===== src/rtl/alu_cmd_driver_if.sv =====
// Command/response channel between a requester (master) and alu_cmd_driver (slave).
// Signal names carry the driver's own direction prefixes.
interface alu_cmd_driver_if #(
  parameter int NB_OPERANDO = 8,
  parameter int NB_OPCODE   = 6,
  parameter int NB_OUT      = 8
);
  logic                   i_cmd_valid;
  logic                   o_cmd_ready;
  logic [NB_OPERANDO-1:0] i_cmd_a;
  logic [NB_OPERANDO-1:0] i_cmd_b;
  logic [NB_OPCODE-1:0]   i_cmd_op;
  logic                   o_rsp_valid;
  logic                   i_rsp_ready;
  logic [NB_OUT-1:0]      o_result;

  modport master (
    output i_cmd_valid, i_cmd_a, i_cmd_b, i_cmd_op, i_rsp_ready,
    input  o_cmd_ready, o_rsp_valid, o_result
  );

  modport slave (
    input  i_cmd_valid, i_cmd_a, i_cmd_b, i_cmd_op, i_rsp_ready,
    output o_cmd_ready, o_rsp_valid, o_result
  );
endinterface


===== src/rtl/alu_cmd_driver.sv =====
// Sequences one ALU command onto the switch/button inputs of an ALU top,
// waits for the result to settle, then offers it on a valid/ready response.
module alu_cmd_driver #(
  parameter int NB_OPERANDO = 8,
  parameter int NB_OPCODE   = 6,
  parameter int NB_OUT      = 8,
  parameter int N_WAIT      = 2
) (
  input  logic                   i_clk,
  input  logic                   i_reset,
  alu_cmd_driver_if.slave        io_cmd,
  output logic [NB_OPERANDO-1:0] o_switch,
  output logic                   o_boton_1,
  output logic                   o_boton_2,
  output logic                   o_boton_3,
  output logic                   o_boton_4,
  input  logic [NB_OUT-1:0]      i_out,
  output logic                   o_busy,
  output logic [15:0]            o_done_count
);
  localparam int NB_WCNT = (N_WAIT < 2) ? 1 : $clog2(N_WAIT + 1);

  typedef enum logic [2:0] {
    ST_IDLE    = 3'd0,
    ST_LOAD_A  = 3'd1,
    ST_LOAD_B  = 3'd2,
    ST_LOAD_OP = 3'd3,
    ST_CAPTURE = 3'd4,
    ST_WAIT    = 3'd5,
    ST_RESP    = 3'd6
  } state_t;

  state_t                 r_state;
  state_t                 w_next_state;
  logic [NB_OPERANDO-1:0] r_a;
  logic [NB_OPERANDO-1:0] r_b;
  logic [NB_OPCODE-1:0]   r_op;
  logic [NB_WCNT-1:0]     r_wcnt;
  logic [NB_OPERANDO-1:0] r_switch;
  logic [NB_OPERANDO-1:0] w_switch;
  logic [3:0]             r_strobe;
  logic [3:0]             w_strobe;
  logic                   r_cmd_ready;
  logic                   r_busy;
  logic                   r_rsp_valid;
  logic [NB_OUT-1:0]      r_result;
  logic [15:0]            r_done_count;
  logic                   w_accept;
  logic                   w_capture;
  logic                   w_done;

  // Next-state decode plus the single-cycle accept/capture/done events
  always_comb begin
    w_next_state = r_state;
    w_accept     = 1'b0;
    w_capture    = 1'b0;
    w_done       = 1'b0;
    case (r_state)
      ST_IDLE: begin
        if (io_cmd.i_cmd_valid && r_cmd_ready) begin
          w_accept     = 1'b1;
          w_next_state = ST_LOAD_A;
        end else begin
          w_next_state = ST_IDLE;
        end
      end
      ST_LOAD_A:  w_next_state = ST_LOAD_B;
      ST_LOAD_B:  w_next_state = ST_LOAD_OP;
      ST_LOAD_OP: w_next_state = ST_CAPTURE;
      ST_CAPTURE: w_next_state = ST_WAIT;
      ST_WAIT: begin
        if (r_wcnt <= NB_WCNT'(1)) begin
          w_capture    = 1'b1;
          w_next_state = ST_RESP;
        end else begin
          w_next_state = ST_WAIT;
        end
      end
      ST_RESP: begin
        if (io_cmd.i_rsp_ready) begin
          w_done       = 1'b1;
          w_next_state = ST_IDLE;
        end else begin
          w_next_state = ST_RESP;
        end
      end
      default: w_next_state = ST_IDLE;
    endcase
  end

  // ALU-side outputs decoded from the upcoming state so they can be registered
  always_comb begin
    w_switch = {NB_OPERANDO{1'b0}};
    w_strobe = 4'b0000;
    case (w_next_state)
      ST_LOAD_A: begin
        w_switch = io_cmd.i_cmd_a;
        w_strobe = 4'b0001;
      end
      ST_LOAD_B: begin
        w_switch = r_b;
        w_strobe = 4'b0010;
      end
      ST_LOAD_OP: begin
        w_switch = NB_OPERANDO'(r_op);
        w_strobe = 4'b0100;
      end
      ST_CAPTURE: begin
        w_switch = {NB_OPERANDO{1'b0}};
        w_strobe = 4'b1000;
      end
      default: begin
        w_switch = {NB_OPERANDO{1'b0}};
        w_strobe = 4'b0000;
      end
    endcase
  end

  // State register
  always_ff @(posedge i_clk or negedge i_reset) begin
    if (!i_reset) begin
      r_state <= ST_IDLE;
    end else begin
      r_state <= w_next_state;
    end
  end

  // Command operands are latched only on accept so later input changes are ignored
  always_ff @(posedge i_clk or negedge i_reset) begin
    if (!i_reset) begin
      r_a  <= {NB_OPERANDO{1'b0}};
      r_b  <= {NB_OPERANDO{1'b0}};
      r_op <= {NB_OPCODE{1'b0}};
    end else if (w_accept) begin
      r_a  <= io_cmd.i_cmd_a;
      r_b  <= io_cmd.i_cmd_b;
      r_op <= io_cmd.i_cmd_op;
    end else begin
      r_a  <= r_a;
      r_b  <= r_b;
      r_op <= r_op;
    end
  end

  // Settling counter: loaded while capturing, counts down through WAIT
  always_ff @(posedge i_clk or negedge i_reset) begin
    if (!i_reset) begin
      r_wcnt <= {NB_WCNT{1'b0}};
    end else if (r_state == ST_CAPTURE) begin
      r_wcnt <= NB_WCNT'(N_WAIT);
    end else if ((r_state == ST_WAIT) && (r_wcnt != {NB_WCNT{1'b0}})) begin
      r_wcnt <= r_wcnt - NB_WCNT'(1);
    end else begin
      r_wcnt <= r_wcnt;
    end
  end

  // Registered outputs; ready stays low until the first edge after reset release
  always_ff @(posedge i_clk or negedge i_reset) begin
    if (!i_reset) begin
      r_switch     <= {NB_OPERANDO{1'b0}};
      r_strobe     <= 4'b0000;
      r_cmd_ready  <= 1'b0;
      r_busy       <= 1'b0;
      r_rsp_valid  <= 1'b0;
      r_result     <= {NB_OUT{1'b0}};
      r_done_count <= 16'h0000;
    end else begin
      r_switch     <= w_switch;
      r_strobe     <= w_strobe;
      r_cmd_ready  <= (w_next_state == ST_IDLE);
      r_busy       <= (w_next_state != ST_IDLE);
      r_rsp_valid  <= (w_next_state == ST_RESP);
      r_result     <= w_capture ? i_out : r_result;
      r_done_count <= w_done ? (r_done_count + 16'h0001) : r_done_count;
    end
  end

  assign o_switch           = r_switch;
  assign o_boton_1          = r_strobe[0];
  assign o_boton_2          = r_strobe[1];
  assign o_boton_3          = r_strobe[2];
  assign o_boton_4          = r_strobe[3];
  assign o_busy             = r_busy;
  assign o_done_count       = r_done_count;
  assign io_cmd.o_cmd_ready = r_cmd_ready;
  assign io_cmd.o_rsp_valid = r_rsp_valid;
  assign io_cmd.o_result    = r_result;
endmodule


===== src/flat_wrapper.sv =====
// flat-port wrapper written by rule: the top's interface ports become plain ports
module alu_cmd_driver_flat 
#(
  parameter int NB_OPERANDO = 8,
  parameter int NB_OPCODE   = 6,
  parameter int NB_OUT      = 8,
  parameter int N_WAIT      = 2
)
  (i_clk, i_reset, o_switch, o_boton_1, o_boton_2, o_boton_3, o_boton_4, i_out, o_busy, o_done_count, io_cmd_i_cmd_valid, io_cmd_i_cmd_a, io_cmd_i_cmd_b, io_cmd_i_cmd_op, io_cmd_i_rsp_ready, io_cmd_o_cmd_ready, io_cmd_o_rsp_valid, io_cmd_o_result);
  alu_cmd_driver_if #(.NB_OPERANDO(NB_OPERANDO), .NB_OPCODE(NB_OPCODE), .NB_OUT(NB_OUT)) io_cmd_i ();
  input  logic i_clk;
  input  logic i_reset;
  output logic [NB_OPERANDO-1:0] o_switch;
  output logic o_boton_1;
  output logic o_boton_2;
  output logic o_boton_3;
  output logic o_boton_4;
  input  logic [NB_OUT-1:0] i_out;
  output logic o_busy;
  output logic [15:0] o_done_count;
  input wire logic [$bits(io_cmd_i.i_cmd_valid)-1:0] io_cmd_i_cmd_valid;
  input wire logic [$bits(io_cmd_i.i_cmd_a)-1:0] io_cmd_i_cmd_a;
  input wire logic [$bits(io_cmd_i.i_cmd_b)-1:0] io_cmd_i_cmd_b;
  input wire logic [$bits(io_cmd_i.i_cmd_op)-1:0] io_cmd_i_cmd_op;
  input wire logic [$bits(io_cmd_i.i_rsp_ready)-1:0] io_cmd_i_rsp_ready;
  output wire logic [$bits(io_cmd_i.o_cmd_ready)-1:0] io_cmd_o_cmd_ready;
  output wire logic [$bits(io_cmd_i.o_rsp_valid)-1:0] io_cmd_o_rsp_valid;
  output wire logic [$bits(io_cmd_i.o_result)-1:0] io_cmd_o_result;
  assign io_cmd_i.i_cmd_valid = io_cmd_i_cmd_valid;
  assign io_cmd_i.i_cmd_a = io_cmd_i_cmd_a;
  assign io_cmd_i.i_cmd_b = io_cmd_i_cmd_b;
  assign io_cmd_i.i_cmd_op = io_cmd_i_cmd_op;
  assign io_cmd_i.i_rsp_ready = io_cmd_i_rsp_ready;
  assign io_cmd_o_cmd_ready = io_cmd_i.o_cmd_ready;
  assign io_cmd_o_rsp_valid = io_cmd_i.o_rsp_valid;
  assign io_cmd_o_result = io_cmd_i.o_result;
  alu_cmd_driver #(.NB_OPERANDO(NB_OPERANDO), .NB_OPCODE(NB_OPCODE), .NB_OUT(NB_OUT), .N_WAIT(N_WAIT)) u_core (.i_clk(i_clk), .i_reset(i_reset), .io_cmd(io_cmd_i), .o_switch(o_switch), .o_boton_1(o_boton_1), .o_boton_2(o_boton_2), .o_boton_3(o_boton_3), .o_boton_4(o_boton_4), .i_out(i_out), .o_busy(o_busy), .o_done_count(o_done_count));
endmodule

===== config.mk =====
export PLATFORM = sky130hd
export DESIGN_NAME = alu_cmd_driver_flat
export DESIGN_NICKNAME = d
export VERILOG_FILES = /design/src/rtl/alu_cmd_driver_if.sv /design/src/rtl/alu_cmd_driver.sv /design/src/flat_wrapper.sv
export SDC_FILE = /design/constraint.sdc
export NUM_CORES = 1
export LEC_CHECK = 0
export ABC_AREA = 0
export ABC_CLOCK_PERIOD_IN_PS = 2200
export CORE_MARGIN = 2
export CORE_UTILIZATION = 49
export CTS_BUF_LIST = sky130_fd_sc_hd__clkbuf_2 sky130_fd_sc_hd__clkbuf_4 sky130_fd_sc_hd__clkbuf_8
export DETAILED_ROUTE_END_ITERATION = 10
export PLACE_DENSITY = 0.92
export RECOVER_POWER = 100
export SLEW_MARGIN = 20
export SYNTH_ARGS = -nofsm -noshare
export SYNTH_HDL_FRONTEND = slang
export SYNTH_SLANG_ARGS = --single-unit

===== constraint.sdc =====
create_clock -name i_clk -period 2.2 [get_ports i_clk]
set_input_delay 0.44 -clock i_clk [delete_from_list [all_inputs] [get_ports i_clk]]
set_output_delay 0.44 -clock i_clk [all_outputs]
set_load 0.03 [all_outputs]

# ---- Word level (Yosys, flattened, before mapping)
# Index checks and enable logic that the tools add are counted.
dict set report classes {
  addsub 2
  order_cmp 1
  eq_ne 11
  muxes 14
  reduce_logical 7
}
# operator count
set op_table {}
lappend op_table {{one-hot mux 8 bit (3 select lines)} 1}
lappend op_table {{one-hot mux 3 bit (7 select lines)} 1}
lappend op_table {{adder 16 x 1 -> 16 bit, second input constant} 1}
lappend op_table {{one-hot mux 4 bit (4 select lines)} 1}
lappend op_table {{equality test 3 bit, second input constant} 5}
lappend op_table {{equality test 3 x 2 -> 1 bit, second input constant} 4}
lappend op_table {{2-to-1 mux 1 bit} 7}
lappend op_table {{equality test 3 x 1 -> 1 bit, second input constant} 2}
lappend op_table {{logical NOT 3 bit} 2}
lappend op_table {{2-to-1 mux 2 bit} 3}
lappend op_table {{nonzero test 2 bit} 2}
lappend op_table {{2-to-1 mux 3 bit} 1}
lappend op_table {{nonzero test 3 bit} 1}
lappend op_table {{less-or-equal comparator 2 x 1 -> 1 bit, second input constant} 1}
lappend op_table {{logical AND 1 bit} 2}
lappend op_table {{subtractor 2 x 1 -> 2 bit, second input constant} 1}
dict set report word_totals {
  ff_bits 58
  in_bits 34
  out_inout_bits 39
}

# ---- Depth between registers and ports, before layout
# Gate-level depths: netlist of the first run.
dict set report logic_depth {
  ltp_word 5
  mapped_depth 6
}

# ---- Least setup slack after synthesis of the first run
# No wires, ideal clock.
dict set report synth_timing {
  path_kind {register to register}
  startpoint {reg u_core.r_cmd_ready (netlist: u_core.io_cmd.o_cmd_ready)}
  endpoint {reg u_core.r_b[3]}
  t_arrival_ps 1474
  required_time_ps 2075
  slack_ps 601
  path_stages_with_launch 5
  path_buffers 1
  period_less_slack_ps 1599
  cell_sequence {dfrtp_1 -> nand2_1 -> nor4_4 -> buf_6 -> mux2_4}
}
dict set report synth_via {
  elab_chain_len 3
}
# item line_no
set synth_rtl {}
lappend synth_rtl {{start: declaration} alu_cmd_driver.sv:43} ;# logic r_cmd_ready;
lappend synth_rtl {{start signal: assignment} alu_cmd_driver.sv:171} ;# r_cmd_ready <= (w_next_state == ST_IDLE);
lappend synth_rtl {{logical AND 1 bit} alu_cmd_driver.sv:60} ;# if (io_cmd.i_cmd_valid && r_cmd_ready) begin
lappend synth_rtl {{2-to-1 mux 1 bit} alu_cmd_driver.sv:60}
lappend synth_rtl {{2-to-1 mux 1 bit} alu_cmd_driver.sv:58} ;# case (r_state)
lappend synth_rtl {{end signal: assignment} alu_cmd_driver.sv:132} ;# r_b <= {NB_OPERANDO{1'b0}};
lappend synth_rtl {{end signal: assignment} alu_cmd_driver.sv:136} ;# r_b <= io_cmd.i_cmd_b;
lappend synth_rtl {{end signal: assignment} alu_cmd_driver.sv:140} ;# r_b <= r_b;
lappend synth_rtl {{end: declaration} alu_cmd_driver.sv:36} ;# logic [NB_OPERANDO-1:0] r_b;
# No other way between the ends.
# A chain may end at the register's enable or synchronous reset.

# ---- Worst setup path after layout of the first run
dict set report layout_timing {
  startpoint {reg u_core.r_done_count[4] (netlist: u_core.o_done_count[4])}
  endpoint {out o_done_count[4]}
}
# item line_no
set layout_lines {}
lappend layout_lines {{start: declaration} alu_cmd_driver.sv:47} ;# logic [15:0] r_done_count;
lappend layout_lines {{start signal: assignment} alu_cmd_driver.sv:175} ;# r_done_count <= w_done ? (r_done_count + 16'h0001) : r_done_count;
lappend layout_lines {{end: declaration} flat_wrapper.sv:20} ;# output logic [15:0] o_done_count;
# No word-level cell between the ends.

==> results_tabular.tex, run 1 <==
\begin{tabular}{lr}
\hline
Metric & Value \\
\hline
\multicolumn{2}{l}{\textbf{Run status}} \\
Outcome & completed \\
\multicolumn{2}{l}{\textbf{Timing}} \\
Fin worst setup slack & 186 ps \\
Unrepaired setup endpoints after global routing & no \\
Upper clock frequency limit & 497 MHz \\
Fin crit period & 2010 ps \\
Slew at the pin closest to its max-slew limit & 1440 ps \\
Worst setup skew after layout & 7.60 ps \\
Aggregate negative setup slack & 0 ps \\
Final hold slack & 437 ps \\
Final cycle utilization of the critical path & 91.5\% \\
Hold violation total from the final report & 0 \\
Max-slew violation count & 0 \\
Setup-violating endpoint count in the final report & 0 \\
Max\_slew headroom & 4.20\% \\
\multicolumn{2}{l}{\textbf{Setup path}} \\
Type of destination of the critical path & primary output \\
Slowest Stage Delay on Critical Path & 780 ps \\
Slack of the worst reg-to-reg path & 390 ps \\
Total buffers and inverters traversed by the critical path & 1 \\
Top Family by Delay on Critical Path & buffers and inverters \\
Largest fanout on the critical path & 6 \\
FF-to-FF End & u\_core.io\_cmd.o\_result[3] \\
Worst reg-to-reg path cell count & 3 \\
Slowest cell on the critical path & dlygate4sd3\_1 \\
WP depth & 1 \\
Worst endpoint required time & 1760 ps \\
Critical path, cell by cell & dlygate4sd3\_1 \\
RR Startpoint & u\_core.r\_state[2] \\
Critical path start-end classification & flip-flop to primary output \\
Critical path startpoint category & flip-flop \\
CP Data Arrival Time & 1570 ps \\
\multicolumn{2}{l}{\textbf{CTS}} \\
Post-CTS setup-driven buffer insertion count & 0 \\
Clock-pin slew reported for the worst setup and hold paths after clock tree synthesis & 60 ps \\
Worst skew pair latency & 330 ps \\
Number of H-tree levels & 3 \\
Clk root buf & clkbuf\_8 \\
Max Buffers Root-to-Sink & 2 \\
Number of buffers inserted by hold repair at cts & 0 \\
Number of clock sinks seen by CTS & 58 \\
Number of buffers added by the clock tree synthesis step & 9 \\
TritonCTS clock tree & yes \\
Post-cts sizing count & 0 \\
\multicolumn{2}{l}{\textbf{Flow run}} \\
Number of max-capacitance violations reported & 0 \\
\multicolumn{2}{l}{\textbf{Logic synthesis}} \\
Post-Synthesis Net Count & 215 \\
Synth async-reset ratio & 100\% \\
Library cell with the highest instance count after synthesis & dfrtp\_1 \\
Fraction of post-synthesis cell area in the top cell type by area & 58.5\% \\
Biggest area contributors in the synthesized netlist & dfrtp\_1 (58\%), mux2\_4 (6.0\%), mux2\_2 (5.4\%), xnor2\_1 (4.6\%), a222oi\_1 (2.4\%) \\
Synth Warn \# & 0 \\
Library cell with the largest summed area after synthesis & dfrtp\_1 \\
Synth cell count leaders & dfrtp\_1 (58), xnor2\_1 (13), inv\_1 (12), mux2\_2 (12) \\
Most used DFF post-synth & dfrtp\_1 \\
Basic-gate share of the synthesized area counting and, or, nand and nor cells & 13.1\% \\
Dominant combinational cell family by area after synthesis & simple AND/OR/NAND/NOR gates \\
Arithmetic-cell share of the synthesized area counting full adders, half adders and majority gates & 1.51\% \\
Post-Synthesis Cells & 178 \\
Register area share after synthesis & 58.5\% \\
Number of enable flip-flop cells after synthesis & 0 \\
XOR/XNOR share of the synthesized area & 5.29\% \\
Fraction of synthesized area in multiplexers & 11.5\% \\
Mapped cell area & 2480 um\^{}2 \\
Register bit count reported by yosys & 58 \\
Count of unique library cells instantiated by Yosys & 37 \\
Synthesized area divided by synthesized cell count & 13.9 um\^{}2 \\
Synthesized-area fraction occupied by ao, oa, aoi and oai cells & 5.95\% \\
\multicolumn{2}{l}{\textbf{Detailed routing}} \\
Post-route antenna net violation count & 0 \\
Detailed-route vias per instance & 5.11 \\
DRC errors left & 0 \\
First drt pass iteration count & 7 \\
DR vias & 1692 \\
Detailed-route wire length & 4910 um \\
DRT iter0 DRCs & 112 \\
Routed length per placed instance & 14.8 um \\
\multicolumn{2}{l}{\textbf{Cells and area}} \\
Fin nets & 296 \\
Fraction of final layout cells sized beyond drive strength 1 & 12.5\% \\
Antenna Cells & 0 \\
Utilization after layout & 70.1\% \\
Post-route cell area & 3380 um\^{}2 \\
Area delta synth->final & 36.0\% \\
\multicolumn{2}{l}{\textbf{Floorplan}} \\
Overall die width & 75.2 um \\
Die Span Y & 75.2 um \\
Number of standard-cell rows in the floorplan & 25 \\
Core outline area & 4820 um\^{}2 \\
Starting density of the core & 51.5\% \\
I/O pin count & 73 \\
Die area & 5650 um\^{}2 \\
\multicolumn{2}{l}{\textbf{Global route}} \\
GRT met1 Usage & 22.4\% \\
Number of antenna violations at the first check in global routing & 0 \\
Vias in the first global route & 1675 \\
Met3 usage & 6.16\% \\
Global-route wire length before repair & 7800 um \\
Fraction of met2 tracks used by global routing & 31.9\% \\
Most heavily used metal layer in global routing & met2 \\
Remaining global-route overflow & 0 \\
Total track usage & 19.0\% \\
Largest net degree at the start of global routing & 34 \\
\multicolumn{2}{l}{\textbf{Pwr}} \\
Power density relative to cell area & 1240 nW/um\^{}2 \\
Maximum ir drop on the vdd rail & 0.000738 V \\
Leakage & 1.60 nW \\
\multicolumn{2}{l}{\textbf{Worst hold path}} \\
Min-Delay Path Class & input pin to async pin \\
\multicolumn{2}{l}{\textbf{Place}} \\
DP Area & 3280 um\^{}2 \\
Number of buffer cells added on primary ports & 72 \\
Post-Place Setup Slack & 262 ps \\
Gpl congestion & 0.806 \\
HPWL after detailed placement & 3540 um \\
\hline
\end{tabular}
power by group:
group | internal (mW) | leakage [nW] | switching (mW)
sequential | 1.44 | 0.742 | 0.244
clock | 0.578 | 0.105 | 0.399
combinational | 0.676 | 0.754 | 0.848
total | 2.70 | 1.60 | 1.49
sequential cells by signal, indices dropped and copies added, names as in the netlist:
| signal | cells |
|---|---|
| u_core.io_cmd.o_cmd_ready | 1 |
| u_core.io_cmd.o_result | 8 |
| u_core.io_cmd.o_rsp_valid | 1 |
| u_core.o_busy | 1 |
| u_core.o_done_count | 16 |
| u_core.o_switch | 8 |
| u_core.r_b | 8 |
| u_core.r_op | 6 |
| u_core.r_state | 3 |
| u_core.r_strobe | 4 |
| u_core.r_wcnt | 2 |
worst max path at each step:
stage | endpoint | from | slack (ps)
3_3_place_gp | u_core.o_done_count[6] | io_cmd_i_rsp_ready | 320
6_report | o_done_count[4] | u_core.o_done_count[4] | 190
5_1_grt | o_done_count[4] | u_core.o_done_count[4] | 130
2_1_floorplan | u_core.r_b[3] | u_core.io_cmd.o_cmd_ready | 600
4_1_cts | o_done_count[4] | u_core.o_done_count[4] | 240
3_5_place_dp | u_core.o_done_count[7] | io_cmd_i_rsp_ready | 260
placed cells by master, fill, tap and decap left out, types with 3 or more instances in the layout:
| cell type | instances |
|---|---|
| nand3_1 | 5 |
| clkbuf_8 | 11 |
| a21oi_1 | 3 |
| clkbuf_1 | 3 |
| mux2_2 | 12 |
| mux2_1 | 10 |
| dlygate4sd3_1 | 40 |
| inv_1 | 12 |
| clkinv_2 | 3 |
| nand4_1 | 3 |
| clkdlybuf4s50_1 | 31 |
| nor2_1 | 4 |
| ha_1 | 3 |
| and4_1 | 4 |
| nand2_1 | 10 |
| dfrtp_1 | 58 |
| a22o_1 | 3 |
| a222oi_1 | 6 |
| xnor2_1 | 13 |
layout make-up:
type | count | area, um^2
clock buffers | 11 | 151
fillers | 358 | 1440
well taps | 67 | 83.8
flip-flops and latches | 58 | 1450
inverters | 12 | 45.0
repair buffers | 76 | 762
clock inverters | 5 | 52.6
multi-input cells | 102 | 831
metrics by stage:
| step | std cells | power (mW) |
|---|---|---|
| after CTS | 331 | 4.49 |
| final | 331 | 4.19 |
| after global placement | 315 | 3.44 |
| after detailed placement | 315 | 3.49 |
| after global routing | 331 | 4.44 |
| after floorplan | 178 | 2.85 |
kinds of logic (layout without fill, tap and decap cells):
kind of cell,Yosys count,count (layout)
AO/OA/AOI/OAI,18,18
XOR/XNOR,15,15
adder cells (fa/ha/maj),3,3
buffers and inverters,18,104
flip-flops,58,58
multiplexers,22,22
AND/OR/NAND/NOR,44,44
per-layer routing:
layer  share of wire (%)  vias up
met2                  51       64
met4                0.92        0
met5                   0        -
met1                  42      826
met3                 6.5        6
li1                    -      796
worst reg2reg max path, cell delays in order, from the launching register on:
cell     delay, ps
dfrtp_1        580
nor2b_1        330
nand3_1        380
mux2_2         400
Note: power is estimated with default switching activity, not from simulation.
==> run 2: changes to the inputs <==
--- a/config.mk
+++ b/config.mk
@@ -13,6 +13,8 @@
 export DETAILED_ROUTE_END_ITERATION = 10
 export PLACE_DENSITY = 0.92
 export RECOVER_POWER = 100
+export REMOVE_ABC_BUFFERS = 1
+export SKIP_LAST_GASP = 1
 export SLEW_MARGIN = 20
 export SYNTH_ARGS = -nofsm -noshare
 export SYNTH_HDL_FRONTEND = slang
==> run 2 against run 1 <==
  * Hold slack better by 30 ps
  * Clock power shrank 6.7%
  * Die area did not move
  * Register-to-register slack lost 30 ps
  * Largest cell class unchanged
  * Maximum frequency about the same
  * Global-route usage is 0.12 points lower
  * Non-clock buffer count did not move
  * Via count increased by 0.65%
  * Highest routed layer unchanged
  * Sequential share of layout area rose by 0.61 points
  * Sequential power about the same
  * First-iteration DRC count down 13%
==> results_tabular.tex, run 2 (same netlist as run 1, synthesis figures left out) <==
\begin{tabular}{lr}
\hline
Metric & Value \\
\hline
\multicolumn{2}{l}{\textbf{Cells and area}} \\
Fraction of final layout cells sized beyond drive strength 1 & 12.5\% (unchanged) \\
Filler Cell Count & 390 (+8.9\%) \\
Antenna Cells & 0 (unchanged) \\
Max reg flops & 16 (unchanged) \\
Area delta synth->final & 34.1\% \\
Most common library cell in the layout ignoring fill and taps & dfrtp\_1 \\
Top library cells by usage in the layout, fill and taps aside & dfrtp\_1 (58), dlygate4sd3\_1 (39), clkdlybuf4s50\_1 (32) \\
Post-route cell area & 3330 um\^{}2 (-1.4\%) \\
Fin nets & 296 (unchanged) \\
Non-filler instance count after layout & 331 (unchanged) \\
\multicolumn{2}{l}{\textbf{Pwr}} \\
Internal power summed over all cells & 2.63 mW (-2.4\%) \\
Leakage & 1.59 nW (-0.51\%) \\
Part of the total power dissipated in combinational logic & 36.6\% (+0.2 points) \\
Power, Total & 4.12 mW (-1.6\%) \\
Switching Power & 1.49 mW (-0.10\%) \\
Proportion of power drawn by the clock network & 22.1\% (-1.2 points) \\
Maximum ir drop on the vdd rail & 0.000733 V (-0.68\%) \\
Power density relative to cell area & 1240 nW/um\^{}2 (-0.18\%) \\
Sequential fraction of design power & 41.2\% (+0.9 points) \\
Sw Share & 36.1\% (+0.54 points) \\
\multicolumn{2}{l}{\textbf{Setup path}} \\
Worst reg-to-reg path cell count & 3 (unchanged) \\
Top Family by Delay on Critical Path & buffers and inverters \\
Largest fanout on the critical path & 6 (unchanged) \\
Critical path start-end classification & flip-flop to primary output \\
Crit. Startpoint & u\_core.o\_done\_count[4] \\
Slack of the worst reg-to-reg path & 360 ps (-30 ps) \\
Slowest Stage Delay on Critical Path & 790 ps (about the same) \\
RR Startpoint & u\_core.r\_state[1] \\
Total buffers and inverters traversed by the critical path & 1 (unchanged) \\
Worst endpoint required time & 1760 ps (about the same) \\
Critical path startpoint category & flip-flop \\
Type of destination of the critical path & primary output \\
Slowest cell on the critical path & dlygate4sd3\_1 \\
Critical path, cell by cell & dlygate4sd3\_1 \\
CP Data Arrival Time & 1570 ps (about the same) \\
FF-to-FF End & u\_core.r\_b[0] \\
\multicolumn{2}{l}{\textbf{Global route}} \\
Vias in the first global route & 1652 (-1.4\%) \\
Global-route wire length before repair & 7690 um (-1.5\%) \\
Number of antenna violations at the first check in global routing & 0 (unchanged) \\
Largest net degree at the start of global routing & 59 (+74\%) \\
Remaining global-route overflow & 0 (unchanged) \\
Total track usage & 18.8\% (-0.12 points) \\
\multicolumn{2}{l}{\textbf{Floorplan}} \\
I/O pin count & 73 (unchanged) \\
Core outline area & 4820 um\^{}2 (unchanged) \\
Die Span Y & 75.2 um (unchanged) \\
Number of standard-cell rows in the floorplan & 25 (unchanged) \\
Starting density of the core & 51.5\% (unchanged) \\
Overall die width & 75.2 um (unchanged) \\
Die area & 5650 um\^{}2 (unchanged) \\
\multicolumn{2}{l}{\textbf{Detailed routing}} \\
DR vias & 1703 (+0.65\%) \\
Detailed-route vias per instance & 5.15 (+0.65\%) \\
Detailed-route wire length & 4960 um (+0.92\%) \\
Post-route antenna net violation count & 0 (unchanged) \\
DRT iter0 DRCs & 98 (-13\%) \\
First drt pass iteration count & 4 (-3) \\
DRC errors left & 0 (unchanged) \\
Routed length per placed instance & 15.0 um (+0.92\%) \\
\multicolumn{2}{l}{\textbf{CTS}} \\
Clk root buf & clkbuf\_8 \\
Clock-pin slew reported for the worst setup and hold paths after clock tree synthesis & 60 ps (about the same) \\
Number of clock sinks seen by CTS & 58 (unchanged) \\
Post-CTS setup-driven buffer insertion count & 0 (unchanged) \\
Number of H-tree levels & 3 (unchanged) \\
Number of buffers inserted by hold repair at cts & 0 (unchanged) \\
TritonCTS clock tree & yes \\
Post-cts sizing count & 0 (unchanged) \\
Number of buffers added by the clock tree synthesis step & 9 (unchanged) \\
Worst skew pair latency & 330 ps (about the same) \\
Max Buffers Root-to-Sink & 2 (unchanged) \\
\multicolumn{2}{l}{\textbf{Timing}} \\
Unrepaired setup endpoints after global routing & no \\
Final cycle utilization of the critical path & 91.5\% (about the same) \\
Setup-violating endpoint count in the final report & 0 (unchanged) \\
Worst setup skew after layout & 4.53 ps (-3.07 ps) \\
Hold violation total from the final report & 0 (unchanged) \\
Aggregate negative setup slack & 0 ps (unchanged) \\
Upper clock frequency limit & 497 MHz (about the same) \\
Max-slew violation count & 0 (unchanged) \\
Fin crit period & 2010 ps (+0.346 ps) \\
Slew at the pin closest to its max-slew limit & 1390 ps (-46.9 ps) \\
Max\_slew headroom & 7.33\% (+3.1 points) \\
\multicolumn{2}{l}{\textbf{Place}} \\
Number of buffer cells added on primary ports & 72 (unchanged) \\
Post-Place Cells & 315 (unchanged) \\
HPWL after detailed placement & 3440 um (-2.6\%) \\
DP Area & 3280 um\^{}2 (unchanged) \\
Gpl congestion & 0.782 (-2.9\%) \\
\multicolumn{2}{l}{\textbf{Flow run}} \\
Number of max-capacitance violations reported & 0 (unchanged) \\
\multicolumn{2}{l}{\textbf{Worst hold path}} \\
Min-Delay Endpoint & u\_core.o\_done\_count[15] \\
Min-Delay Path Class & flip-flop to flip-flop \\
Hold Crit Start & u\_core.o\_done\_count[15] \\
Hold Path Cell Cnt & 1 \\
\multicolumn{2}{l}{\textbf{Run status}} \\
Outcome & completed \\
\hline
\end{tabular}
## run 2: how the worst max path moves through the flow
stage	depth (start not counted)	to	slack, ps
6_report	1	o_done_count[4]	190
5_1_grt	1	o_done_count[4]	120
4_1_cts	1	o_done_count[4]	210
3_5_place_dp	5	u_core.o_done_count[8]	290
3_3_place_gp	6	u_core.o_done_count[7]	320
2_1_floorplan	2	u_core.r_b[0]	70
## run 2: worst reg2reg max path, delay by kind of cell (launching register included)
family / cells / cell delay [ps]
simple gates: 1 / 330
mux: 1 / 400
flops: 1 / 500
buf+inv: 1 / 490
## run 2: area by class of cell
| class | instances | area, um^2 | area share (%) |
|---|---|---|---|
| sequential | 58 | 1450 | 43.6 |
| multi-input combinational | 102 | 826 | 24.8 |
| timing repair buffer | 76 | 733 | 22.0 |
| clock buffer | 14 | 180 | 5.41 |
| tap | 67 | 83.8 | 2.52 |
| inverter | 12 | 45.0 | 1.35 |
| clock inverter | 2 | 10.0 | 0.301 |
## run 2: per-stage QoR
stage          setup slack, ps  utilization [%]  hold slack (ps)
6_report                   186             69.1              467
5_1_grt                    122             69.1              495
4_1_cts                    210             72.0              102
3_5_place_dp               289             68.0              463
3_3_place_gp               322             68.0              463
2_1_floorplan             65.4                -              144
## run 2: per-layer routing
layer / share of wire, % / global-route usage, % / vias up / wire [um]
met2: 50 / 31.3 / 64 / 2480
met4: 1.6 / 7.99 / 0 / 78
met5: 0 / 0 / - / 0
met1: 41 / 21.6 / 839 / 2010
met3: 7.7 / 7.76 / 9 / 381
li1: - / - / 791 / -
## run 2: power by group through the flow
| stage | sequential, mW | clock [mW] | combinational [mW] |
|---|---|---|---|
| floorplan | 2.12 | 0 | 0.669 |
| CTS | 1.74 | 0.938 | 1.75 |
| finish | 1.70 | 0.912 | 1.51 |
| detailed placement | 1.75 | 0 | 1.75 |
| global route | 1.74 | 0.973 | 1.63 |
| global placement | 1.73 | 0 | 1.70 |
==> run 3: changes to the inputs <==
--- a/config.mk
+++ b/config.mk
@@ -6,7 +6,7 @@
 export NUM_CORES = 1
 export LEC_CHECK = 0
 export ABC_AREA = 0
-export ABC_CLOCK_PERIOD_IN_PS = 2200
+export ABC_CLOCK_PERIOD_IN_PS = 2170
 export CORE_MARGIN = 2
 export CORE_UTILIZATION = 49
 export CTS_BUF_LIST = sky130_fd_sc_hd__clkbuf_2 sky130_fd_sc_hd__clkbuf_4 sky130_fd_sc_hd__clkbuf_8
==> constraint.sdc (replaced) <==
create_clock -name i_clk -period 2.17 [get_ports i_clk]
set_input_delay 0.434 -clock i_clk [delete_from_list [all_inputs] [get_ports i_clk]]
set_output_delay 0.434 -clock i_clk [all_outputs]
set_load 0.03 [all_outputs]
==> run 3 against run 2 <==
  * Via count grew 0.23%
  * Power fell by 1.0%
  * Clock skew is 1.4 ps lower
  * First-iteration DRC count shrank 36%
  * Critical endpoint unchanged
  * Largest cell class unchanged
  * Highest routed layer unchanged
==> results_tabular.tex, run 3 (same netlist as run 1, synthesis figures left out) <==
\begin{tabular}{lr}
\hline
Metric & Value \\
\hline
\multicolumn{2}{l}{\textbf{CTS}} \\
Number of buffers inserted by hold repair at cts & 0 (unchanged) \\
Worst skew pair latency & 320 ps (about the same) \\
Number of buffers added by the clock tree synthesis step & 9 (unchanged) \\
Post-CTS setup-driven buffer insertion count & 0 (unchanged) \\
Number of clock sinks seen by CTS & 58 (unchanged) \\
TritonCTS clock tree & yes \\
Number of H-tree levels & 3 (unchanged) \\
Clock-pin slew reported for the worst setup and hold paths after clock tree synthesis & 60 ps (about the same) \\
Clk root buf & clkbuf\_8 \\
Post-cts sizing count & 0 (unchanged) \\
Max Buffers Root-to-Sink & 2 (unchanged) \\
\multicolumn{2}{l}{\textbf{Setup path}} \\
Critical path start-end classification & flip-flop to primary output \\
Worst Setup EP & o\_done\_count[4] \\
WP depth & 1 (unchanged) \\
Slowest cell on the critical path & dlygate4sd3\_1 \\
Type of destination of the critical path & primary output \\
Critical path, cell by cell & dlygate4sd3\_1 \\
Critical path startpoint category & flip-flop \\
Slack of the worst reg-to-reg path & 400 ps (+40 ps) \\
Worst reg-to-reg path cell count & 3 (unchanged) \\
Total buffers and inverters traversed by the critical path & 1 (unchanged) \\
Largest fanout on the critical path & 6 (unchanged) \\
FF-to-FF End & u\_core.io\_cmd.o\_result[2] \\
Top Family by Delay on Critical Path & buffers and inverters \\
CP Data Arrival Time & 1550 ps (-20 ps) \\
Worst endpoint required time & 1740 ps (-20 ps) \\
Crit. Startpoint & u\_core.o\_done\_count[4] \\
RR Startpoint & u\_core.r\_state[2] \\
Slowest Stage Delay on Critical Path & 780 ps (about the same) \\
\multicolumn{2}{l}{\textbf{Place}} \\
Number of buffer cells added on primary ports & 72 (unchanged) \\
HPWL after detailed placement & 3260 um (-5.5\%) \\
DP Area & 3260 um\^{}2 (-0.38\%) \\
Gpl congestion & 0.785 (+0.38\%) \\
Post-Place Setup Slack & 265 ps (-24.0 ps) \\
\multicolumn{2}{l}{\textbf{Detailed routing}} \\
DRT iter0 DRCs & 63 (-36\%) \\
Post-route antenna net violation count & 0 (unchanged) \\
Routed length per placed instance & 14.2 um (-4.9\%) \\
Detailed-route wire length & 4660 um (-6.1\%) \\
First drt pass iteration count & 5 (+1) \\
DRC errors left & 0 (unchanged) \\
DR vias & 1707 (+0.23\%) \\
Detailed-route vias per instance & 5.22 (+1.5\%) \\
\multicolumn{2}{l}{\textbf{Global route}} \\
Remaining global-route overflow & 0 (unchanged) \\
Total track usage & 18.5\% (-0.32 points) \\
Number of antenna violations at the first check in global routing & 0 (unchanged) \\
Global-route wire length before repair & 7460 um (-3.0\%) \\
Largest net degree at the start of global routing & 59 (unchanged) \\
Vias in the first global route & 1700 (+2.9\%) \\
\multicolumn{2}{l}{\textbf{Timing}} \\
Final cycle utilization of the critical path & 91.6\% \\
Final hold slack & 464 ps (-2.87 ps) \\
Max-slew violation count & 0 (unchanged) \\
Upper clock frequency limit & 503 MHz \\
Hold violation total from the final report & 0 (unchanged) \\
Max\_slew headroom & 9.49\% (+2.2 points) \\
Fin crit period & 1990 ps \\
Setup-violating endpoint count in the final report & 0 (unchanged) \\
Unrepaired setup endpoints after global routing & no \\
Aggregate negative setup slack & 0 ps (unchanged) \\
Slew at the pin closest to its max-slew limit & 1360 ps (-32.5 ps) \\
Worst setup skew after layout & 3.15 ps (-1.38 ps) \\
Fin worst setup slack & 181 ps (-4.54 ps) \\
\multicolumn{2}{l}{\textbf{Cells and area}} \\
Post-route cell area & 3320 um\^{}2 (-0.34\%) \\
Max reg flops & 16 (unchanged) \\
Top library cells by usage in the layout, fill and taps aside & dfrtp\_1 (58), dlygate4sd3\_1 (40), clkdlybuf4s50\_1 (31) \\
Most common library cell in the layout ignoring fill and taps & dfrtp\_1 \\
Fraction of final layout cells sized beyond drive strength 1 & 11.5\% (-0.96 points) \\
Fin nets & 296 (unchanged) \\
Antenna Cells & 0 (unchanged) \\
Area delta synth->final & 33.7\% \\
\multicolumn{2}{l}{\textbf{Pwr}} \\
Leakage & 1.58 nW (-0.90\%) \\
Maximum ir drop on the vdd rail & 0.000631 V (-14\%) \\
Power density relative to cell area & 1230 nW/um\^{}2 (-0.70\%) \\
\multicolumn{2}{l}{\textbf{Floorplan}} \\
Core outline area & 4820 um\^{}2 (unchanged) \\
Overall die width & 75.2 um (unchanged) \\
Die area & 5650 um\^{}2 (unchanged) \\
Die Span Y & 75.2 um (unchanged) \\
Starting density of the core & 51.5\% (unchanged) \\
Number of standard-cell rows in the floorplan & 25 (unchanged) \\
I/O pin count & 73 (unchanged) \\
\multicolumn{2}{l}{\textbf{Worst hold path}} \\
Hold Crit Start & u\_core.o\_done\_count[15] \\
Min-Delay Path Class & flip-flop to flip-flop \\
\multicolumn{2}{l}{\textbf{Flow run}} \\
Number of max-capacitance violations reported & 0 (unchanged) \\
\multicolumn{2}{l}{\textbf{Run status}} \\
Outcome & completed \\
\hline
\end{tabular}
## run 3: cell types whose count changed in the layout (fill, tap and decap cells not counted)
| cell | change |
|---|---|
| clkbuf_2 | -1 |
| nand3_1 | -1 |
| dlygate4sd3_1 | +1 |
| buf_12 | +1 |
| clkinv_2 | -2 |
| nand3_2 | +1 |
| clkbuf_4 | -2 |
| clkdlybuf4s50_1 | -1 |
| nor3b_2 | +1 |
| nor3b_4 | -1 |
## run 3: how the worst min path moves through the flow
stage,end,slack [ps],cells after the start
CTS,u_core.o_done_count[10],270,2
global placement,u_core.o_done_count[15],460,1
global route,u_core.o_done_count[7],490,1
floorplan,u_core.io_cmd.o_cmd_ready,140,0
detailed placement,u_core.o_done_count[7],480,1
finish,u_core.o_done_count[15],460,1
## run 3: layout make-up
type | count | area (um^2)
Fill cell | 373 | 1500
Timing Repair Buffer | 76 | 748
Tap cell | 67 | 83.8
Inverter | 12 | 45.0
Sequential cell | 58 | 1450
Clock buffer | 12 | 165
Multi-Input combinational cell | 102 | 825
## run 3: layer usage
layer  global-route usage, %  share of wire [%]  up-vias  wire length (um)
li1                        -                  -      787                 -
met1                    21.2                 41      838              1910
met2                    29.2                 49       69              2280
met3                    6.02                7.5       13               350
met4                    13.3                2.6        0               119
met5                       0                  0        -                 0
## run 3: power breakdown
part           internal, mW  switching [mW]  leakage [nW]  total (mW)
sequential             1.46           0.247         0.742        1.71
clock                 0.482           0.357        0.0863       0.839
combinational         0.675           0.852         0.750        1.53
## run 3: metrics by stage
stage	instances	utilization (%)	total power, mW
finish	327	68.9	4.08
global route	327	68.9	4.34
CTS	327	71.2	4.40
detailed placement	315	67.8	3.54
global placement	315	67.8	3.47
floorplan	172	-	2.83
==> patch 1: new RTL, config.mk and constraints of run 3 <==
`N_WAIT` is set to 2 in 2 places; all go to 4.
--- a/src/rtl/alu_cmd_driver.sv
+++ b/src/rtl/alu_cmd_driver.sv
@@ -4,7 +4,7 @@
   parameter int NB_OPERANDO = 8,
   parameter int NB_OPCODE   = 6,
   parameter int NB_OUT      = 8,
-  parameter int N_WAIT      = 2
+  parameter int N_WAIT      = 4
 ) (
   input  logic                   i_clk,
   input  logic                   i_reset,
--- a/src/flat_wrapper.sv
+++ b/src/flat_wrapper.sv
@@ -4,7 +4,7 @@
   parameter int NB_OPERANDO = 8,
   parameter int NB_OPCODE   = 6,
   parameter int NB_OUT      = 8,
-  parameter int N_WAIT      = 2
+  parameter int N_WAIT      = 4
 )
   (i_clk, i_reset, o_switch, o_boton_1, o_boton_2, o_boton_3, o_boton_4, i_out, o_busy, o_done_count, io_cmd_i_cmd_valid, io_cmd_i_cmd_a, io_cmd_i_cmd_b, io_cmd_i_cmd_op, io_cmd_i_rsp_ready, io_cmd_o_cmd_ready, io_cmd_o_rsp_valid, io_cmd_o_result);
   alu_cmd_driver_if #(.NB_OPERANDO(NB_OPERANDO), .NB_OPCODE(NB_OPCODE), .NB_OUT(NB_OUT)) io_cmd_i ();
Function: changed (Yosys sat finds a counterexample within 10 cycles, from zero or initial values and one cycle with i_reset low).
==> patch 1 against run 3 <==
Largest power group unchanged. Highest routed layer unchanged. First-iteration DRC count up 63%. Setup slack got worse by 0.054 ns. Utilization is 2.6 points higher. Worst hold slack got worse by 0.020 ns. Power increased by 1.1%. Largest cell class unchanged. Wire length grew 7.6%. Synthesized area fell by 0.45%. Critical path type is now flip-flop to flip-flop. Sequential cell count increased by 1. Final area increased by 3.2%. Clock skew up 0.0063 ns. Via count rose by 4.3%. Combinational power rose by 3%. Non-clock buffer count rose by 2. Fmax down 2.7%.
==> patch 1: results (changes against run 3) <==
timing:
  relSlewSlack: 0.0205  # -0.0744
  hold_violations: 0  # unchanged
  clock_skew_ns: 0.00942  # +0.00628 ns
routing:
  drt_iter0_drc: 103  # +63%
  avgViaCountPerCell: 5.18  # -0.82%
  finalWirelength_microns: 5010  # +7.6%
  drt_pass1_iterations: 5  # unchanged
outcome:
  status: "complete, no violations"
critical_path:
  setup.worst_path.start: "u_core.r_wcnt[1]"
  cpPeakStageDelay_ns: 0.50  # -0.28 ns
  cp.arrival_ns: 2.25  # +0.70 ns
  reg2regPathDepth: 6  # +3
  cpMaxStageDelayCell: "or3b_2"
  ff2ff_setup_slack_ns: 0.13  # -0.27 ns
  crit_family: "simple AND/OR/NAND/NOR gates"
  crit_end: "u_core.io_cmd.o_result[7]"
  critPathMaxFanout: 8  # +2
clock_network:
  post_cts_resized: 0  # unchanged
  worstSkewPairLatency_ns: 0.33
  h-tree-depth: 3  # unchanged
  cts_buffer_depth: 2  # unchanged
  numCtsBuffers: 9  # unchanged
  clk_pin_slew_ns: 0.06  # about the same
  root_buffer: "clkbuf_8"
  post_cts_buffers: 0  # unchanged
grt:
  grt_pass1_vias: 1775  # +4.4%
  antenna_found_initial: 0  # unchanged
  grt_max_degree: 35  # -41%
  grt_pass1_wl_microns: 8420  # +13%
  grt_use_total: 0.204  # +0.0192
finish:
  n_antenna_cell: 0  # unchanged
  nets: 313  # +5.7%
  fin_cells: 344  # +5.2%
  drive_gt1_frac: 0.166  # +0.0507
  nFillCells: 335  # -10%
  largest_reg_flops: 16  # unchanged
logic_synthesis:
  synth_edf_count: 0  # unchanged
  synth_seq_area_share: 0.597  # +0.0128
  synth_common_cells: "dfrtp_1 (59), mux2_2 (22), nand2_1 (19)"
  ys.flop_type: "dfrtp_1"
  yosys-top-cells-area: "dfrtp_1 (60%), mux2_2 (10%), xnor2_1 (3.2%)"
  yosys_warnings: 0  # unchanged
  syn_inst: 191  # +7.3%
  synthArstFlopShare: 1.00  # unchanged
  synth_cell_type_count: 40  # +8.1%
placed_design:
  gp_congestion: 0.790  # +0.61%
  dp.cells: 331  # +5.1%
  hpwl_microns: 3640  # +12%
  portBuffers: 72  # unchanged
pwr:
  leakage_nw: 1.61  # +1.8%
  worst_ir_drop_vdd_mv: 0.688  # +9.1%
worst_hold_path:
  hold_class: "primary input to asynchronous set/reset pin"
-- patch 1: changes by cell type in the layout (fill, tap and decap cells not counted), moves of 3 or more --
| cell | run 3 | this run |
|---|---|---|
| nand2_1 | 10 | 19 |
| mux2_2 | 12 | 22 |
| xnor2_1 | 13 | 9 |
| mux2_1 | 10 | 0 |
| o21ai_0 | 1 | 4 |
| xor2_1 | 2 | 6 |
| and4_1 | 4 | 0 |
-- patch 1: kinds of logic (layout without fill, tap and decap cells) --
family          Yosys count  in the layout  synth area share
buf+inv                  15            101            0.0233
fa+ha+maj                 4              4            0.0203
compound gates           23             23            0.0699
mux                      23             23             0.104
flops                    59             59             0.597
simple gates             52             52             0.132
xor+xnor                 15             15            0.0532
-- patch 1: worst reg2reg max path: stages (launching register included) --
cell,delay [ns]
dfrtp_1,0.38
inv_1,0.11
ha_1,0.15
o21ba_2,0.15
or3b_2,0.50
nor2_4,0.26
mux2_2,0.37
-- patch 1: how the worst min path moves through the flow --
| stage | to | slack (ns) | cells past startpoint |
|---|---|---|---|
| after floorplan | u_core.io_cmd.o_cmd_ready | 0.14 | 0 |
| after global placement | u_core.io_cmd.o_result[1] | 0.46 | 1 |
| after detailed placement | u_core.io_cmd.o_result[6] | 0.48 | 1 |
| after CTS | u_core.io_cmd.o_result[6] | 0.11 | 1 |
| after global routing | u_core.o_done_count[15] | 0.49 | 1 |
| final | u_core.io_cmd.o_result[6] | 0.44 | 1 |
-- patch 1: layout make-up --
class	instances	area [sq um]	share of cell area
timing repair buffer	78	777	0.227
clock buffer	10	138	0.0402
sequential	59	1480	0.431
multi-input combinational	117	893	0.261
tap	67	83.8	0.0245
inverter	10	37.5	0.0110
clock inverter	3	17.5	0.00512
-- patch 1: power breakdown --
group / switching (mW) / internal, mW
registers: 0.261 / 1.47
logic: 0.842 / 0.741
clock network: 0.384 / 0.421
total: 1.49 / 2.64
-- patch 1: stage by stage --
step / power, mW / worst slack [ns] / utilization / area, sq um / hold slack, ns
2_1_floorplan: 2.78 / 0.210 / - / 2450 / 0.138
3_3_place_gp: 3.40 / 0.178 / 0.694 / 3320 / 0.460
4_1_cts: 4.29 / 0.113 / 0.726 / 3480 / 0.114
5_1_grt: 4.38 / 0.0149 / 0.715 / 3420 / 0.485
6_report: 4.12 / 0.127 / 0.715 / 3420 / 0.445
3_5_place_dp: 3.47 / 0.128 / 0.694 / 3320 / 0.475
-- patch 1: layer usage --
metal	routed length [microns]	vias up	share of wire	track usage
met5	0	-	0	0
met4	86	0	0.017	0.0952
met3	356	9	0.071	0.0656
met2	2490	66	0.50	0.333
met1	2070	869	0.41	0.247
li1	-	837	-	-
==> patch 2: new RTL, config.mk and constraints of run 3 <==
Without the edit above. Put one more register stage on the output `o_done_count`, with the module's reset. The value now appears one clock later. The other outputs are not delayed to match.
--- a/src/rtl/alu_cmd_driver.sv
+++ b/src/rtl/alu_cmd_driver.sv
@@ -182,7 +182,13 @@
   assign o_boton_3          = r_strobe[2];
   assign o_boton_4          = r_strobe[3];
   assign o_busy             = r_busy;
-  assign o_done_count       = r_done_count;
+  always_ff @(posedge i_clk or negedge i_reset) begin
+    if (!i_reset) begin
+      o_done_count <= '0;
+    end else begin
+      o_done_count <= r_done_count;
+    end
+  end
   assign io_cmd.o_cmd_ready = r_cmd_ready;
   assign io_cmd.o_rsp_valid = r_rsp_valid;
   assign io_cmd.o_result    = r_result;
Formal check against the unedited RTL: not equivalent (a bounded check fails within 10 cycles, from zero or initial values and one cycle with i_reset low).
==> patch 2 against run 3 <==
Wire length increased by 6.8%. Setup slack improved by 0.11 ns. Non-clock buffer count decreased by 1. Power increased by 11%. Synthesized cell count increased by 6.7%. Sequential cell count increased by 16. Synthesized area increased by 13%. Via count increased by 2.8%. Final area increased by 14%. Critical path type unchanged. Critical endpoint is now io_cmd_o_cmd_ready. Largest power group unchanged.
==> patch 2: results (changes against run 3) <==
logic_synthesis:
  synth_cell_type_count: 34  # -8.1%
  synth_seq_area_share: 0.663  # +0.0781
  synthXorXnorAreaFrac: 0.0470  # -0.00590
  yosys-top-cells-area: "dfrtp_1 (66%), mux2_2 (9.3%), xnor2_1 (4.1%)"
  synthArstFlopShare: 1.00  # unchanged
  synth_mux_area_frac: 0.0927  # -0.0222
  synth_common_cells: "dfrtp_1 (74), mux2_2 (23), xnor2_1 (13)"
  synth_fa_ha_area_frac: 0.0134  # -0.00169
  synth_compound_area_frac: 0.0560  # -0.00350
clock_network:
  h-tree-depth: 3  # unchanged
  worstSkewPairLatency_ns: 0.33
  post_cts_buffers: 0  # unchanged
  clk_pin_slew_ns: 0.07
  cts_buffer_depth: 2  # unchanged
  post_cts_resized: 0  # unchanged
  root_buffer: "clkbuf_8"
timing:
  relSlewSlack: 0.353  # +0.258
  clock_skew_ns: 0.00391  # +0.000759 ns
critical_path:
  cpMaxStageDelayCell: "dlygate4sd3_1"
  crit_family: "buffers and inverters"
  ff2ff_setup_slack_ns: 0.38  # -0.02 ns
  cpPeakStageDelay_ns: 0.76  # -0.02 ns
  critPathMaxFanout: 2  # -4
worst_hold_path:
  hold_class: "primary input to asynchronous set/reset pin"
routing:
  wire_per_inst_microns: 14.3  # +0.38%
  drt_iter0_drc: 97  # +54%
  drt_pass1_iterations: 4  # -1
  vias: 1754  # +2.8%
pwr:
  leakage_nw: 1.79  # +13%
  switching_share: 0.339  # -0.0180
  worst_ir_drop_vdd_mv: 0.677  # +7.3%
grt:
  grt_use_total: 0.176  # -0.00943
  antenna_found_initial: 0  # unchanged
  grt_pass1_wl_microns: 8480  # +14%
  grt_max_degree: 41  # -31%
placed_design:
  hpwl_microns: 3690  # +13%
  gp_congestion: 0.793  # +0.94%
outcome:
  status: "complete, no violations"
finish:
  nets: 308  # +4.1%
  drive_gt1_frac: 0.170  # +0.0549
==> patch 2: area by class of cell <==
type,instances,area [sq um]
Clock buffer,10,131
Timing Repair Buffer,75,759
Sequential cell,74,1850
Tap cell,72,90.1
Fill cell,423,1740
Multi-Input combinational cell,99,836
Clock inverter,6,57.6
Inverter,12,45.0
==> patch 2: kinds of logic (layout without fill, tap and decap cells) <==
kind of cell / after synthesis / after routing
DFF: 74 / 74
AOI/OAI and AO/OA: 20 / 20
adders and majority gates: 3 / 3
and+or+nand+nor: 38 / 38
muxes: 23 / 23
buffers and inverters: 17 / 103
xor gates and xnor gates: 15 / 15
==> patch 2: path summary, 6_finish.rpt <==
path / start / to / depth (start not counted)
worst max-delay path: u_core.io_cmd.o_cmd_ready / io_cmd_o_cmd_ready / 1
worst min-delay path: i_reset / u_core.io_cmd.o_result[0] / 1
worst max register to register: u_core.r_state[1] / u_core.r_op[2] / 3
worst min register to register: u_core.r_done_count[7] / u_core.o_done_count[7] / 0
max in group asynchronous: i_reset / u_core.o_switch[2] / 2
min in group i_clk: u_core.r_done_count[7] / u_core.o_done_count[7] / 0
==> patch 2: power groups by stage <==
stage	Sequential [mW]	Combinational, mW	Clock [mW]
2_1_floorplan	2.41	0.592	0
3_3_place_gp	2.06	1.55	0
3_5_place_dp	2.09	1.60	0
4_1_cts	2.06	1.61	1.03
5_1_grt	2.09	1.62	1.09
6_report	2.03	1.50	1.00
==> patch 2: per-layer routing <==
layer,vias to the layer above,GRT usage,part of all wire,wire [microns]
met2,61,0.292,0.50,2480
met1,857,0.215,0.41,2060
li1,829,-,-,-
met3,7,0.0475,0.073,362
met5,-,0,0,0
met4,0,0.0776,0.013,66
==> patch 2: per-stage QoR <==
stage | std cells | hold WS, ns | worst slack, ns | area (sq um)
3_3_place_gp | 332 | 0.362 | 0.141 | 3610
2_1_floorplan | 185 | 0.138 | 0.239 | 2760
3_5_place_dp | 332 | 0.370 | 0.115 | 3610
5_1_grt | 348 | 0.323 | 0.226 | 3770
4_1_cts | 348 | 0.0759 | 0.329 | 3800
6_report | 348 | 0.250 | 0.291 | 3770
